==> src/rtl/in_module_pkg.sv <==
// Shared I/O definitions for the CPU input/output pair: FSM state codes and
// 7-segment sign digit codes used alongside the output module.
package in_module_pkg;

   // Input handshake FSM state encoding
   localparam logic [1:0] IDLE         = 2'd0;
   localparam logic [1:0] WAIT_PRESS   = 2'd1;
   localparam logic [1:0] WAIT_RELEASE = 2'd2;
   localparam logic [1:0] DONE         = 2'd3;

   // BCD-style codes for the sign digit on the 7-segment display
   localparam logic [3:0] SIGN_BLANK = 4'hF;
   localparam logic [3:0] SIGN_MINUS = 4'hA;

endpackage

==> src/rtl/in_module_key_debouncer.sv <==
// Synchronises the raw active-low confirm key, filters bounce, and emits
// single-cycle press/release pulses on debounced level transitions.
module key_debouncer #(
   parameter int DEBOUNCE_CYCLES = 500000
) (
   input  logic clock,
   input  logic reset,
   input  logic key_raw,
   output logic level,
   output logic press_evt,
   output logic release_evt
);

   localparam int CW = $clog2(DEBOUNCE_CYCLES + 1);
   localparam logic [CW-1:0] CNT_LAST = CW'(DEBOUNCE_CYCLES - 1);

   logic          key_s1;
   logic          key_s2;
   logic [CW-1:0] cnt;

   // Two-flop synchroniser; idles at released (high)
   always_ff @(posedge clock or negedge reset) begin
      if (!reset) begin
         key_s1 <= 1'b1;
         key_s2 <= 1'b1;
      end else begin
         key_s1 <= key_raw;
         key_s2 <= key_s1;
      end
   end

   // Accept a new level only after it differs for DEBOUNCE_CYCLES straight cycles
   always_ff @(posedge clock or negedge reset) begin
      if (!reset) begin
         level       <= 1'b1;
         cnt         <= '0;
         press_evt   <= 1'b0;
         release_evt <= 1'b0;
      end else begin
         press_evt   <= 1'b0;
         release_evt <= 1'b0;
         if (key_s2 == level) begin
            cnt <= '0;
         end else if (cnt == CNT_LAST) begin
            level       <= key_s2;
            cnt         <= '0;
            press_evt   <= ~key_s2;
            release_evt <= key_s2;
         end else begin
            cnt <= cnt + 1'b1;
         end
      end
   end

endmodule

==> src/rtl/in_module.sv <==
// CPU IN-instruction front end: waits for an operator confirm press/release,
// captures the sign-magnitude switches as two's complement, and handshakes
// with the CPU via in_on / in_done.
module in_module
   import in_module_pkg::*;
#(
   parameter int DEBOUNCE_CYCLES = 500000,
   parameter int SW_WIDTH        = 18,
   parameter int DATA_WIDTH      = 32
) (
   input  logic                  clock,
   input  logic                  reset,
   input  logic [SW_WIDTH-1:0]   SW,
   input  logic                  KEY,
   input  logic                  in_on,
   output logic [DATA_WIDTH-1:0] binaryS,
   output logic                  in_done,
   output logic                  in_wait
);

   logic [SW_WIDTH-1:0] sw_s1;
   logic [SW_WIDTH-1:0] sw_s2;
   logic [1:0]          state;
   logic                key_level;
   logic                press_evt;
   logic                release_evt;

   // Sign-magnitude to two's complement; negative zero collapses to zero
   function automatic logic signed [DATA_WIDTH-1:0] sm_to_twos(input logic [SW_WIDTH-1:0] sw);
      logic [DATA_WIDTH-1:0] mag;
      mag = '0;
      mag[SW_WIDTH-2:0] = sw[SW_WIDTH-2:0];
      return sw[SW_WIDTH-1] ? -mag : mag;
   endfunction

   key_debouncer #(
      .DEBOUNCE_CYCLES(DEBOUNCE_CYCLES)
   ) u_key (
      .clock      (clock),
      .reset      (reset),
      .key_raw    (KEY),
      .level      (key_level),
      .press_evt  (press_evt),
      .release_evt(release_evt)
   );

   // Two-flop synchroniser for the switch bank
   always_ff @(posedge clock or negedge reset) begin
      if (!reset) begin
         sw_s1 <= '0;
         sw_s2 <= '0;
      end else begin
         sw_s1 <= SW;
         sw_s2 <= sw_s1;
      end
   end

   // Handshake FSM; dropping in_on anywhere returns to IDLE, capture only on a press edge
   always_ff @(posedge clock or negedge reset) begin
      if (!reset) begin
         state   <= IDLE;
         binaryS <= '0;
      end else begin
         case (state)
            IDLE: begin
               if (in_on) state <= WAIT_PRESS;
            end
            WAIT_PRESS: begin
               if (!in_on) begin
                  state <= IDLE;
               end else if (press_evt) begin
                  binaryS <= sm_to_twos(sw_s2);
                  state   <= WAIT_RELEASE;
               end
            end
            WAIT_RELEASE: begin
               if (!in_on)           state <= IDLE;
               else if (release_evt) state <= DONE;
            end
            default: begin
               if (!in_on) state <= IDLE;
            end
         endcase
      end
   end

   assign in_done = (state == DONE);
   assign in_wait = (state == WAIT_PRESS) || (state == WAIT_RELEASE);

endmodule

==> config.mk <==
export PLATFORM = sky130hd
export DESIGN_NAME = in_module
export DESIGN_NICKNAME = d
export VERILOG_FILES = /design/src/rtl/in_module_pkg.sv /design/src/rtl/in_module_key_debouncer.sv /design/src/rtl/in_module.sv
export SDC_FILE = /design/constraint.sdc
export NUM_CORES = 1
export LEC_CHECK = 0
export CAP_MARGIN = 25
export CORE_ASPECT_RATIO = 0.7
export CORE_MARGIN = 2
export CORE_UTILIZATION = 60
export CTS_BUF_LIST = sky130_fd_sc_hd__clkbuf_8
export DETAILED_ROUTE_END_ITERATION = 10
export MAX_ROUTING_LAYER = met4
export PLACE_DENSITY = 0.86
export REMOVE_ABC_BUFFERS = 1
export SLEW_MARGIN = 20
export SYNTH_ARGS = -nofsm -noshare
export SYNTH_HDL_FRONTEND = slang
export SYNTH_SLANG_ARGS = --single-unit
==> constraint.sdc <==
create_clock -name clock -period 4.4 [get_ports clock]
set_clock_uncertainty 0.05 [all_clocks]
set_input_delay 0.88 -clock clock [delete_from_list [all_inputs] [get_ports clock]]
set_output_delay 0.88 -clock clock [all_outputs]
set_load 0.02 [all_outputs]
# Word-level counts from Yosys, hierarchy flattened
# Index checks and enable logic that the tools add are counted.
# totals
regBits,94
latchBits,0
ramBits,0
mem_bits_ro,0
in_bits,22
output_inout_bits,34
word_cells,42
memories,0
# classes
addsub,2
mul,0
n_div,0
order_cmp,0
eq_ne,9
shifts,0
muxes,14
bitwise,2
n_reduce_logical,5
# op_table
operator,count
$mux W19,2
$mux W32,1
$neg A17 Y32,1
$add A19 B1 Y19 const B,1
$eq A19 B19 Y1 const B,1
$mux W2,6
$ne A3 B2 Y1 const B,2
$pmux W2 S3,1
$eq A2 B2 Y1 const B,2
$mux W1,4
$ne A4 B1 Y1 const B,1
$reduce_and A4 Y1,1
$reduce_and A3 Y1,1
$eq A2 B1 Y1 const B,1
$logic_not A2 Y1,1
$ne A2 B2 Y1 const B,1
$not A1 Y1,2
$reduce_and A2 Y1,1
$eq A1 B1 Y1,1
$logic_or A1 B1 Y1,1

# Longest topological paths before layout
# Gate-level depths: netlist of the first run.
# depth
word_depth,3
ltp_mapped,7

# Hierarchy
# Synthesis of the first run repeated with hierarchy kept, for this count alone.
# hier_totals
hier_cells,311
hier_area_um2,3743.6
# modules_own_cells
mod,instances,cells_per_inst,area_each_um2,seq_area_each_um2
in_module,1,199,2588.7,1751.7
key_debouncer,1,112,1154.9,604.3

# Worst setup path before layout of the first run
# No wires, ideal clock.
# synth_timing
path_kind,in2reg
startpoint,input port in_on
endpoint,register binaryS[0]
setup_time_ns,0.134
arrival_ns,1.632
required_time_ns,4.216
slack_ns,2.584
cell_stages,4
path_buffers,2
path_cell_list,nand3_1 > clkbuf_1 > clkbuf_1 > o21ai_0
# synth_via
elab_chain_len,1
# synth_lines
element,line,text
"start, declared",in_module.sv:15,"input logic in_on,"
$reduce_and A3 Y1 (no source line),-,
"end signal, assigned",in_module.sv:72,binaryS <= sm_to_twos(sw_s2);
"end, declared",in_module.sv:16,"output logic [DATA_WIDTH-1:0] binaryS,"
# No other way between the ends.
# A chain may end at the register's enable or synchronous reset.

# Final worst setup path of the first run
# layout_timing
startpoint,register state[0]
endpoint,output port in_wait
# layout_via
elab_chain_len,2
elab_cells_between_ends,3
cone_classes,eq/ne (2); reduce/logical (1)
# layout_lines
element,line,text
"start, declared",in_module.sv:23,logic [1:0] state;
"start signal, assigned",in_module.sv:61,state <= IDLE;
"start signal, assigned",in_module.sv:66,if (in_on) state <= WAIT_PRESS;
"start signal, assigned",in_module.sv:70,state <= IDLE;
$eq A2 B1 Y1 or $eq A2 B2 Y1 (tied branches),in_module.sv:88,assign in_wait = (state == WAIT_PRESS) || (state == WAIT_RELEASE);
$logic_or A1 B1 Y1 *,in_module.sv:88,
"end, declared",in_module.sv:18,output logic in_wait
# Every way passes the cells marked *; elsewhere a longest branch is shown, timed or not.

==> reports/qor.csv, run 1 <==
metric,value,unit
Routed WL,6130,µm
Crit Reg-Reg Endpoint,u_key.cnt[16],
Post-synth EDFFs,0,
setup_tns,0,ns
FF-to-FF Start,u_key.cnt[0],
Antenna Violating Nets Remaining,0,
Yosys reg bits,94,
Inst Count DP,419,
Yosys top cell by area,dfrtp_1,
status,completed,
area fraction of the dominant cell type after synthesis,62.7,%
"Cell Area, Synth",0.00363,mm²
worst hold endpoint,sw_s2[7],
clk buf depth,2,
worst r2r path cells,5,
Starting DRT DRC Count,86,
"Slowest-stage cell, CP",clkdlybuf4s50_1,
"Req. time, crit path",3.47,ns
synth unique cells,42,
share of the yosys chip area belonging to registers,64.9,%
RD Place Congestion,0.902,
Crit Path Category,reg -> out,
clk root buf,clkbuf_8,
CTS tree,done,
asr flop ratio synth,100,%
layout cell share with drive strength beyond 1,9.17,%
VDD IR max,0.000296,V
syn_area_per_cell,12.3,µm²
clock sinks,94,
worst min path class,reg -> reg,
ys flop type,dfrtp_1,
first-pass GRT wire length,10600,µm
Mapped Cells,295,
input/output buffers,55,
DR DRC count,0,
grt ovf,0,
Tmin final,2.65,ns
core area,0.00578,mm²
CTS buffer count,9,
Worst-path clk slew,0.10,ns
hold path depth,0,
initial antenna violation count,0,
Antenna Cells,0,
routed vias/inst,5.35,
Leak,2.09,nW
vias in the first global route,2257,
worst slew pin tran,0.560,ns
PD cells,362,mW/mm²
Initial Utilization,62.8,%
Total Power,0.00161,W
drt first pass iters,4,
Syn. warnings,0,
setup bufs post-CTS,0,
leading post-synthesis cells by cell area,"dfrtp_1 63%, xor2_1 6.3%, nand2_1 3.2%",
Layout area overhead,22.8,%
worst path cell trace,inv_1 -> ha_1 -> clkdlybuf4s50_1,
worst skew pair latency,0.37,ns
Die ar.,0.00670,mm²
post-route insts no fill,435,
Worst Setup End Kind,primary output,
Worst Setup Start Kind,flop,
GRT Total Usage,20.8,%
final setup violation count,0,
final number of hold-violating endpoints,0,
drt wl/cell,14.1,µm
worst-path maximum fanout,4,
Slew HR,62.5,%
crit-path max cell delay,0.59,ns
Max-Cap Viols,0,
DP HPWL,4310,µm
Crit path buffers/inverters,2,
Final Max Slew Viols,0,
num rows,23,
Worst R2R Setup Slack,2.34,ns
hold path start,sw_s1[7],
routed via count,2328,
RSZ-0062 raised after global routing,false,
die width,97.0,µm
fmax,0.377,GHz
largest net degree at the start of global routing,60,
cts repair resizes,0,
Final nets,383,
die boundary height,69.1,µm
critical path's top delay family,buffers and inverters,
# IOs,56,
CTS H-tree depth,3,
hold-fix buffers at CTS,0,
CP arrival,1.72,ns
fin crit share,60.3,%
==> registers in the layout, indices dropped and copies added (netlist names) <==
register,flops
sw_s2,18
u_key.key_s1,1
u_key.cnt,19
sw_s1,18
u_key.press_evt,1
state,2
u_key.level,1
u_key.release_evt,1
u_key.key_s2,1
binaryS,32
==> synthesized netlist by cell type (all sizes together) (3+ instances only) <==
cell,count
a21o,15
a21oi,3
and2,3
and3,3
and4,3
clkbuf,6
dfrtp,91
dfstp,3
ha,6
inv,8
nand2,32
nand3,6
nand4,6
nand4b,3
nor2,22
nor3,5
nor3b,3
nor4,3
o21ai,24
o31ai,5
xnor2,6
xor2,26
==> power breakdown <==
part / switching [W] / internal, W / leakage [nW]
clock: 0.000303 / 0.000230 / 0.0985
combinational: 0.0000890 / 0.0000753 / 0.782
sequential: 0.0000241 / 0.000891 / 1.21
total: 0.000417 / 0.00120 / 2.09
==> worst max-delay path by stage <==
stage | from | end | slack, ns | depth (start not counted)
detailed placement | in_on | binaryS[25] | 2.06 | 4
floorplan | in_on | binaryS[17] | 2.20 | 2
finish | state[0] | in_wait | 1.75 | 3
global placement | in_on | binaryS[27] | 2.12 | 4
CTS | state[0] | in_wait | 1.72 | 3
global route | state[0] | in_wait | 1.68 | 3
==> per-layer routing <==
layer	part of all wire [%]	global-route usage [%]	up-vias
met3	5.0	5.68	13
li1	-	-	1122
met4	2.1	7.98	0
met5	0	-	-
met1	45	27.0	1128
met2	48	31.6	65
==> worst register-to-register path, stage by stage (launching register included) <==
cell     delay (ns)
dfrtp_1        0.39
ha_1           0.21
and4_1         0.35
nand4_1        0.28
nand2_1        0.52
nor2_1         0.12
==> through the flow <==
step | utilization, % | worst slack, ns | hold WS (ns) | instance area [µm²]
2_1_floorplan | - | 2.20 | 0.281 | 3600
3_3_place_gp | 73.4 | 2.12 | 0.283 | 4250
3_5_place_dp | 73.9 | 2.06 | 0.285 | 4270
4_1_cts | 77.1 | 1.72 | 0.304 | 4460
5_1_grt | 77.1 | 1.68 | 0.311 | 4460
6_report | 77.1 | 1.75 | 0.302 | 4460
==> kinds of logic after synthesis <==
family / synth area share [%]
and+or+nand+nor: 13.8
DFF: 64.9
AOI/OAI and AO/OA: 9.20
xor gates and xnor gates: 7.72
buffers and inverters: 1.79
adders and majority gates: 2.07
muxes: 0.586
==> cell type report <==
cell class              count  area (µm²)
well taps                  75        93.8
repair buffers             57         583
clock buffers              10         138
fillers                   354        1330
inverters                   8        30.0
clock inverters             6        48.8
flip-flops and latches     94        2360
multi-input cells         185        1210
==> cell usage in the layout, fill, tap and decap left out, types with 3 or more instances in the layout <==
| master | Yosys | final |
|---|---|---|
| nand2_1 | 31 | 31 |
| a21oi_1 | 3 | 3 |
| ha_1 | 6 | 6 |
| o21ai_1 | 3 | 3 |
| nor3b_1 | 3 | 3 |
| inv_6 | 0 | 5 |
| dfrtp_1 | 91 | 91 |
| xor2_1 | 26 | 26 |
| nor2_1 | 21 | 21 |
| and3_1 | 3 | 3 |
| nand3_1 | 6 | 6 |
| nand4_1 | 6 | 6 |
| dfstp_2 | 3 | 3 |
| clkdlybuf4s50_1 | 0 | 54 |
| nor3_1 | 4 | 4 |
| a21o_1 | 15 | 15 |
| xnor2_1 | 6 | 6 |
| inv_1 | 8 | 8 |
| o31ai_1 | 5 | 5 |
| clkbuf_8 | 0 | 10 |
| nand4b_1 | 3 | 3 |
| o21ai_0 | 21 | 21 |
Power figures use the tool's default switching activity.
==> run 2, diff against run 1 <==
Settings changed: CORE_UTILIZATION 60 to 56, PLACE_DENSITY 0.86 to 0.81.
Clock period 4.4 ns to 2.5 ns, I/O delays scaled along.
==> run 2 against run 1 <==
Compared with the run above: wire length rose by 0.93%; clock power rose by 85%; register-to-register slack got worse by 1.9 ns; critical path depth did not move; critical path type unchanged; largest power group unchanged; highest routed layer unchanged.
==> reports/qor.csv, run 2 (same netlist as run 1, synthesis figures left out) <==
metric,value,unit,change
status,completed,,
Tmin final,2.29,ns,
setup bufs post-CTS,0,,unchanged
routed vias/inst,5.33,,-0.46%
Biggest register,binaryS,,
"Slowest-stage cell, CP",clkdlybuf4s50_1,,
worst min path class,reg -> reg,,
Final Max Slew Viols,0,,unchanged
first-pass GRT wire length,10700,µm,+0.90%
cts repair resizes,0,,unchanged
# IOs,56,,unchanged
clk root buf,clkbuf_8,,
GRT Total Usage,20.3,%,-0.41 points
"commonest cells after routing, fill and taps aside","91 x dfrtp_1, 54 x clkdlybuf4s50_1, 31 x nand2_1, 26 x xor2_1",,
grt ovf,0,,unchanged
DP HPWL,4310,µm,about the same
CTS tree,done,,
Die ar.,0.00715,mm²,+6.8%
Largest regs,"binaryS (32), u_key.cnt (19)",,
Layout area overhead,23.5,%,
Max-Cap Viols,0,,unchanged
largest net degree at the start of global routing,50,,-17%
worst slew pin tran,0.570,ns,+0.0102 ns
fmax,0.437,GHz,
Initial Utilization,58.1,%,-4.6 points
Starting DRT DRC Count,105,,+22%
Reg area,0.00236,mm²,unchanged
DR DRC count,0,,unchanged
RSZ-0062 raised after global routing,false,,
worst-path maximum fanout,4,,unchanged
RD Place Congestion,0.857,,-5.1%
Worst-path clk slew,0.09,ns,about the same
core area,0.00625,mm²,+8.0%
setup_tns,0,ns,unchanged
worst skew pair latency,0.36,ns,about the same
Worst Setup End Kind,primary output,,
VDD IR max,0.000435,V,+47%
Routed WL,6190,µm,+0.93%
vias in the first global route,2301,,+1.9%
drt first pass iters,4,,unchanged
input/output buffers,55,,unchanged
post-route insts no fill,440,,+1.1%
drt wl/cell,14.1,µm,-0.22%
crit-path max cell delay,0.61,ns,+0.02 ns
"Req. time, crit path",1.95,ns,-1.52 ns
Final nets,385,,+0.52%
Worst Setup Start Kind,flop,,
die width,100,µm,+3.4%
"most common cell after layout, fill and taps aside",dfrtp_1,,
Multi-input gate area,0.00121,mm²,unchanged
Antenna Cells,0,,unchanged
fillers,441,,+25%
Antenna Violating Nets Remaining,0,,unchanged
CTS buffer count,9,,unchanged
Largest register FFs,32,,unchanged
CTS H-tree depth,3,,unchanged
Slew HR,61.9,%,-0.63 points
Leak,2.11,nW,+0.60%
final setup violation count,0,,unchanged
fin crit share,91.5,%,
Inst Count DP,423,,+0.95%
PD cells,643,mW/mm²,+78%
die boundary height,71.4,µm,+3.3%
hold-fix buffers at CTS,1,,+1
final number of hold-violating endpoints,0,,unchanged
clock sinks,94,,unchanged
Crit Path Category,reg -> out,,
clk buf depth,2,,unchanged
num rows,24,,+4.3%
layout cell share with drive strength beyond 1,9.12,%,-0.051 points
worst path cell trace,inv_1 -> ha_1 -> clkdlybuf4s50_1,,
initial antenna violation count,0,,unchanged
routed via count,2344,,+0.69%
CP arrival,1.74,ns,+0.02 ns
==> run 2: cell types whose count changed in the layout (fill, tap and decap cells not counted), sizes merged <==
cell,delta
clkinv,+2
inv,-2
buf,+1
bufinv,+1
clkbuf,-1
dlygate4sd3,+1
==> run 2: area by class of cell <==
| class | instances | area share (%) |
|---|---|---|
| flip-flops and latches | 94 | 52.5 |
| multi-input cells | 185 | 27.0 |
| repair buffers | 59 | 13.2 |
| clock buffers | 9 | 2.76 |
| well taps | 78 | 2.18 |
| clock inverters | 7 | 1.65 |
| inverters | 8 | 0.670 |
==> run 2: worst paths after layout <==
kind	start	endpoint	slack, ns	cells after the start
worst max-delay path	state[1]	in_wait	0.21	3
worst min-delay path	sw_s1[16]	sw_s2[16]	0.29	0
worst max register to register	sw_s2[1]	binaryS[16]	0.46	7
worst min register to register	sw_s1[16]	sw_s2[16]	0.29	0
max in group asynchronous	reset	binaryS[30]	1.21	3
min in group asynchronous	reset	sw_s1[1]	0.53	2
==> run 2: critical path: cells and delay by family, from the launching register on <==
kind | cells | cell delay (ns)
buffers and inverters | 2 | 0.69
flip-flops | 1 | 0.41
adder cells (fa/ha/maj) | 1 | 0.28
==> run 2: stage by stage <==
| stage | total power [W] | setup slack [ns] | hold slack (ns) | area [µm²] | util, % |
|---|---|---|---|---|---|
| after global routing | 0.00303 | 0.127 | 0.292 | 4480 | 71.8 |
| after floorplan | 0.00180 | 0.481 | 0.154 | 3600 | - |
| after detailed placement | 0.00193 | 0.495 | 0.286 | 4280 | 68.5 |
| final | 0.00288 | 0.211 | 0.289 | 4480 | 71.8 |
| after CTS | 0.00292 | 0.183 | 0.292 | 4480 | 71.8 |
| after global placement | 0.00192 | 0.541 | 0.284 | 4280 | 68.5 |
==> run 2: layer usage <==
metal	wire (µm)	share of wire (%)	GRT usage [%]
met5	0	0	-
met4	109	1.8	8.37
met3	283	4.6	5.85
met2	2950	48	30.1
met1	2850	46	26.8
==> run 2: report_power, final <==
group | switching, W | internal, W
logic | 0.000153 | 0.000132
clock network | 0.000519 | 0.000467
registers | 0.0000436 | 0.00157
total | 0.000715 | 0.00217
==> run 3, diff against run 2 <==
Settings changed: CORE_MARGIN 2 to 3, SLEW_MARGIN 20 to default.
==> run 3 against run 2 <==
Compared with the run above: wire length fell by 0.52%; maximum frequency grew 1.6%; clock power is 9.5% higher; core utilization up 3.3 points; clock-buffer cell count unchanged; worst setup slack improved by 0.037 ns; first-iteration DRC count grew 28%; critical endpoint unchanged.
==> reports/qor.csv, run 3 (same netlist as run 1, synthesis figures left out) <==
metric,value,unit,change
Antenna Cells,0,,unchanged
worst path cell trace,inv_1 -> ha_1 -> clkdlybuf4s50_1,,
Max-Cap Viols,0,,unchanged
PD cells,661,mW/mm²,+2.8%
Routed WL,6160,µm,-0.52%
largest net degree at the start of global routing,57,,+14%
CTS H-tree depth,3,,unchanged
Biggest register,binaryS,,
Final Max Slew Viols,0,,unchanged
layout cell share with drive strength beyond 1,9.42,%,+0.30 points
fin crit share,90.1,%,-1.5 points
clk root buf,clkbuf_8,,
worst skew pair latency,0.35,ns,about the same
Largest register FFs,32,,unchanged
Final nets,384,,-0.26%
worst slew pin tran,0.582,ns,+0.0117 ns
die boundary height,73.4,µm,+2.8%
core area,0.00599,mm²,-4.2%
"most common cell after layout, fill and taps aside",dfrtp_1,,
vias in the first global route,2212,,-3.9%
DP HPWL,4320,µm,+0.16%
input/output buffers,55,,unchanged
drt wl/cell,14.1,µm,+0.40%
first-pass GRT wire length,10600,µm,-1.3%
GRT Total Usage,19.1,%,-1.3 points
worst min path class,in -> async,,
Slew HR,61.1,%,-0.78 points
pre-CTS setup slack,0.494,ns,-0.000660 ns
CP arrival,1.70,ns,-0.04 ns
Antenna Violating Nets Remaining,0,,unchanged
DR DRC count,0,,unchanged
Crit path buffers/inverters,2,,unchanged
Tmin final,2.25,ns,-0.0365 ns
setup bufs post-CTS,0,,unchanged
clk buf depth,2,,unchanged
num rows,23,,-4.2%
post-route setup slack,0.248,ns,+0.0365 ns
clock sinks,94,,unchanged
Initial Utilization,60.7,%,+2.5 points
routed via count,2307,,-1.6%
hold-fix buffers at CTS,0,,-1
final setup violation count,0,,unchanged
Worst Setup Start Kind,flop,,
"Req. time, crit path",1.95,ns,about the same
drt first pass iters,4,,unchanged
Leak,2.11,nW,+0.21%
Worst Setup End Kind,primary output,,
crit-path max cell delay,0.59,ns,-0.02 ns
initial antenna violation count,0,,unchanged
VDD IR max,0.000419,V,-3.6%
CTS buffer count,9,,unchanged
die width,102,µm,+2.0%
RD Place Congestion,0.848,,-1.1%
Worst-path clk slew,0.09,ns,about the same
"commonest cells after routing, fill and taps aside","91 x dfrtp_1, 54 x clkdlybuf4s50_1, 31 x nand2_1, 26 x xor2_1",,
setup_tns,0,ns,unchanged
# IOs,56,,unchanged
routed vias/inst,5.29,,-0.68%
Layout area overhead,23.7,%,
Crit Path Category,reg -> out,,
worst-path maximum fanout,4,,unchanged
status,completed,,
Die ar.,0.00750,mm²,+4.9%
cts repair resizes,0,,unchanged
final number of hold-violating endpoints,0,,unchanged
RSZ-0062 raised after global routing,false,,
"Slowest-stage cell, CP",clkdlybuf4s50_1,,
CTS tree,done,,
fmax,0.444,GHz,+1.6%
Starting DRT DRC Count,134,,+28%
critical path's top delay family,buffers and inverters,,
Largest regs,"binaryS (32), u_key.cnt (19)",,
grt ovf,0,,unchanged
[run 3: changes by cell type in the layout (fill, tap and decap cells not counted), sizes merged]
cell	previous run	this run
bufinv	1	2
dlygate4sd3	1	0
inv	11	10
[run 3: layout make-up]
class / count / area [µm²]
Sequential cell: 94 / 2360
Inverter: 8 / 30.0
Timing Repair Buffer: 58 / 583
Fill cell: 416 / 1490
Multi-Input combinational cell: 185 / 1210
Tap cell: 75 / 93.8
Clock buffer: 9 / 124
Clock inverter: 7 / 96.3
[run 3: path summary, 6_finish.rpt]
check	start	to	slack, ns	cells past startpoint
setup / recovery	state[1]	in_wait	0.25	3
hold / removal	reset	binaryS[24]	0.05	1
setup reg to reg	u_key.cnt[0]	u_key.cnt[18]	0.47	5
hold reg to reg	sw_s1[8]	sw_s2[8]	0.30	0
max in group asynchronous	reset	u_key.key_s1	1.66	2
min in group clock	sw_s1[8]	sw_s2[8]	0.30	0
[run 3: power breakdown]
| group | leakage [nW] | internal, W | total [W] | switching [W] |
|---|---|---|---|---|
| Combinational | 0.783 | 0.000131 | 0.000282 | 0.000151 |
| Sequential | 1.21 | 0.00157 | 0.00161 | 0.0000420 |
| Clock | 0.114 | 0.000568 | 0.00108 | 0.000509 |
[run 3: metal layers]
layer | part of all wire, % | vias up | wire, µm | global-route usage [%]
met5 | 0 | - | 0 | -
met4 | 1.1 | 0 | 69 | 5.97
met3 | 5.4 | 5 | 332 | 5.98
met2 | 45 | 63 | 2800 | 27.5
met1 | 48 | 1111 | 2950 | 26.1
li1 | - | 1128 | - | -
[run 3: metrics by stage]
step                cells  hold slack, ns  power (W)  area [µm²]  util (%)
global placement      420           0.283    0.00191        4270      71.4
global route          436          0.0742    0.00311        4490      75.1
finish                436          0.0540    0.00297        4490      75.1
CTS                   436          0.0510    0.00300        4490      75.1
detailed placement    420           0.285    0.00193        4270      71.4
floorplan             287           0.154    0.00180        3600         -
==> RTL change, RTL diff (flow settings as in run 1) <==
`DEBOUNCE_CYCLES` is set to 500000 in 2 places; all go to 250000.
--- a/src/rtl/in_module_key_debouncer.sv
+++ b/src/rtl/in_module_key_debouncer.sv
@@ -3,3 +3,3 @@
 module key_debouncer #(
-   parameter int DEBOUNCE_CYCLES = 500000
+   parameter int DEBOUNCE_CYCLES = 250000
 ) (
--- a/src/rtl/in_module.sv
+++ b/src/rtl/in_module.sv
@@ -6,3 +6,3 @@
 #(
-   parameter int DEBOUNCE_CYCLES = 500000,
+   parameter int DEBOUNCE_CYCLES = 250000,
    parameter int SW_WIDTH        = 18,
Formal check against the unedited RTL: same outputs for any inputs over 10 cycles, from zero or initial values and one cycle with reset low; that may be too few to reach the edited logic, so the function may still have changed.
==> RTL change against run 1 <==
- sequential power down 0.7%
- area after synthesis down 0.48%
- non-clock buffer count unchanged
- via count up 1.9%
- cell area down 0.20%
- register-to-register slack worse by 0.13 ns
- sequential cell count down 1
- setup slack worse by 0.0046 ns
- total power up 1.1%
- die area down 0.46%
- synthesized cell count up 3.7%
- combinational power up 2%
- routed wire length up 6.0%
- critical path type unchanged
- critical endpoint unchanged
- largest power group unchanged
- highest routed layer unchanged
==> RTL change: results (changes against run 1) <==
| Metric | Value |
|---|---|
| Status | `completed (unchanged)` |
| Placement Setup Slack | `1.863 ns (was 2.059 ns)` |
| Buffering overhead | `13.10% (was 13.08%)` |
| Post-synthesis adder-cell area fraction | `2.078% (was 2.068%)` |
| Vias per cell | `5.333 (was 5.352)` |
| R2r endpoint | `u_key.cnt[15] (was u_key.cnt[16])` |
| Finished Core Util | `77.33% (was 77.09%)` |
| Layout cell share with drive strength beyond 1 | `8.919% (was 9.167%)` |
| Gr usage total | `22.20% (was 20.76%)` |
| Sequential share of cell area | `52.38% (was 52.83%)` |
| Vias in the first global route | `2,232 (was 2,257)` |
| Reg2reg setup slack | `2.21 ns (was 2.34 ns)` |
| Leakage | `2.069 nW (was 2.095 nW)` |
| Starting DRT DRC Count | `201 (was 86)` |
| FMAX | `376.1 MHz (was 376.7 MHz)` |
| Worst Hold End | `sw_s2[8] (was sw_s2[7])` |
| Internal power | `0.001233 W (was 0.001197 W)` |
| Yosys reg bits | `93 (was 94)` |
| Largest net degree at the start of global routing | `61 (was 60)` |
| Dpl cell area | `4252 sq um (was 4273 sq um)` |
| GPL Wtd Cong | `0.8572 (was 0.9024)` |
| Worst VDD drop | `0.2678 mV (was 0.2963 mV)` |
| Clock-cell share of area | `4.470% (was 4.181%)` |
| Worst slew pin tran | `0.6612 ns (was 0.5598 ns)` |
| Cells taking the most area after synthesis | `dfrtp_1 (62%), xor2_1 (5.6%), nand2_1 (5.2%) (was dfrtp_1 (63%), xor2_1 (6.3%), nand2_1 (3.2%))` |
| HP Start | `sw_s1[8] (was sw_s1[7])` |
| Mapped Cells | `306 (was 295)` |
| R2R depth | `6 (was 5)` |
-- RTL change: changes by cell type after synthesis, sizes merged, moves of 2 or more --
cell | run 1 | this run
nand2 | 32 | 50
a21o | 15 | 8
nand3 | 6 | 12
nor2 | 22 | 27
o21ai | 24 | 19
and2 | 3 | 0
nand4b | 3 | 0
xor2 | 26 | 23
and4 | 3 | 1
nand4 | 6 | 4
nor4b | 0 | 2
xnor2 | 6 | 8
-- RTL change: layer usage --
metal / wire length [microns] / track usage, % / vias up
met5: 0 / - / -
met4: 146 / 11.80 / 0
met3: 292 / 5.645 / 14
met2: 3169 / 34.20 / 69
met1: 2891 / 27.98 / 1147
li1: - / - / 1143
-- RTL change: power groups by stage --
stage	clock network (W)	logic (W)	registers (W)
2_1_floorplan	0	0.0000942	0.000919
3_3_place_gp	0	0.000156	0.000922
3_5_place_dp	0	0.000169	0.000925
4_1_cts	0.000571	0.000170	0.000909
5_1_grt	0.000606	0.000190	0.000912
6_report	0.000555	0.000168	0.000909
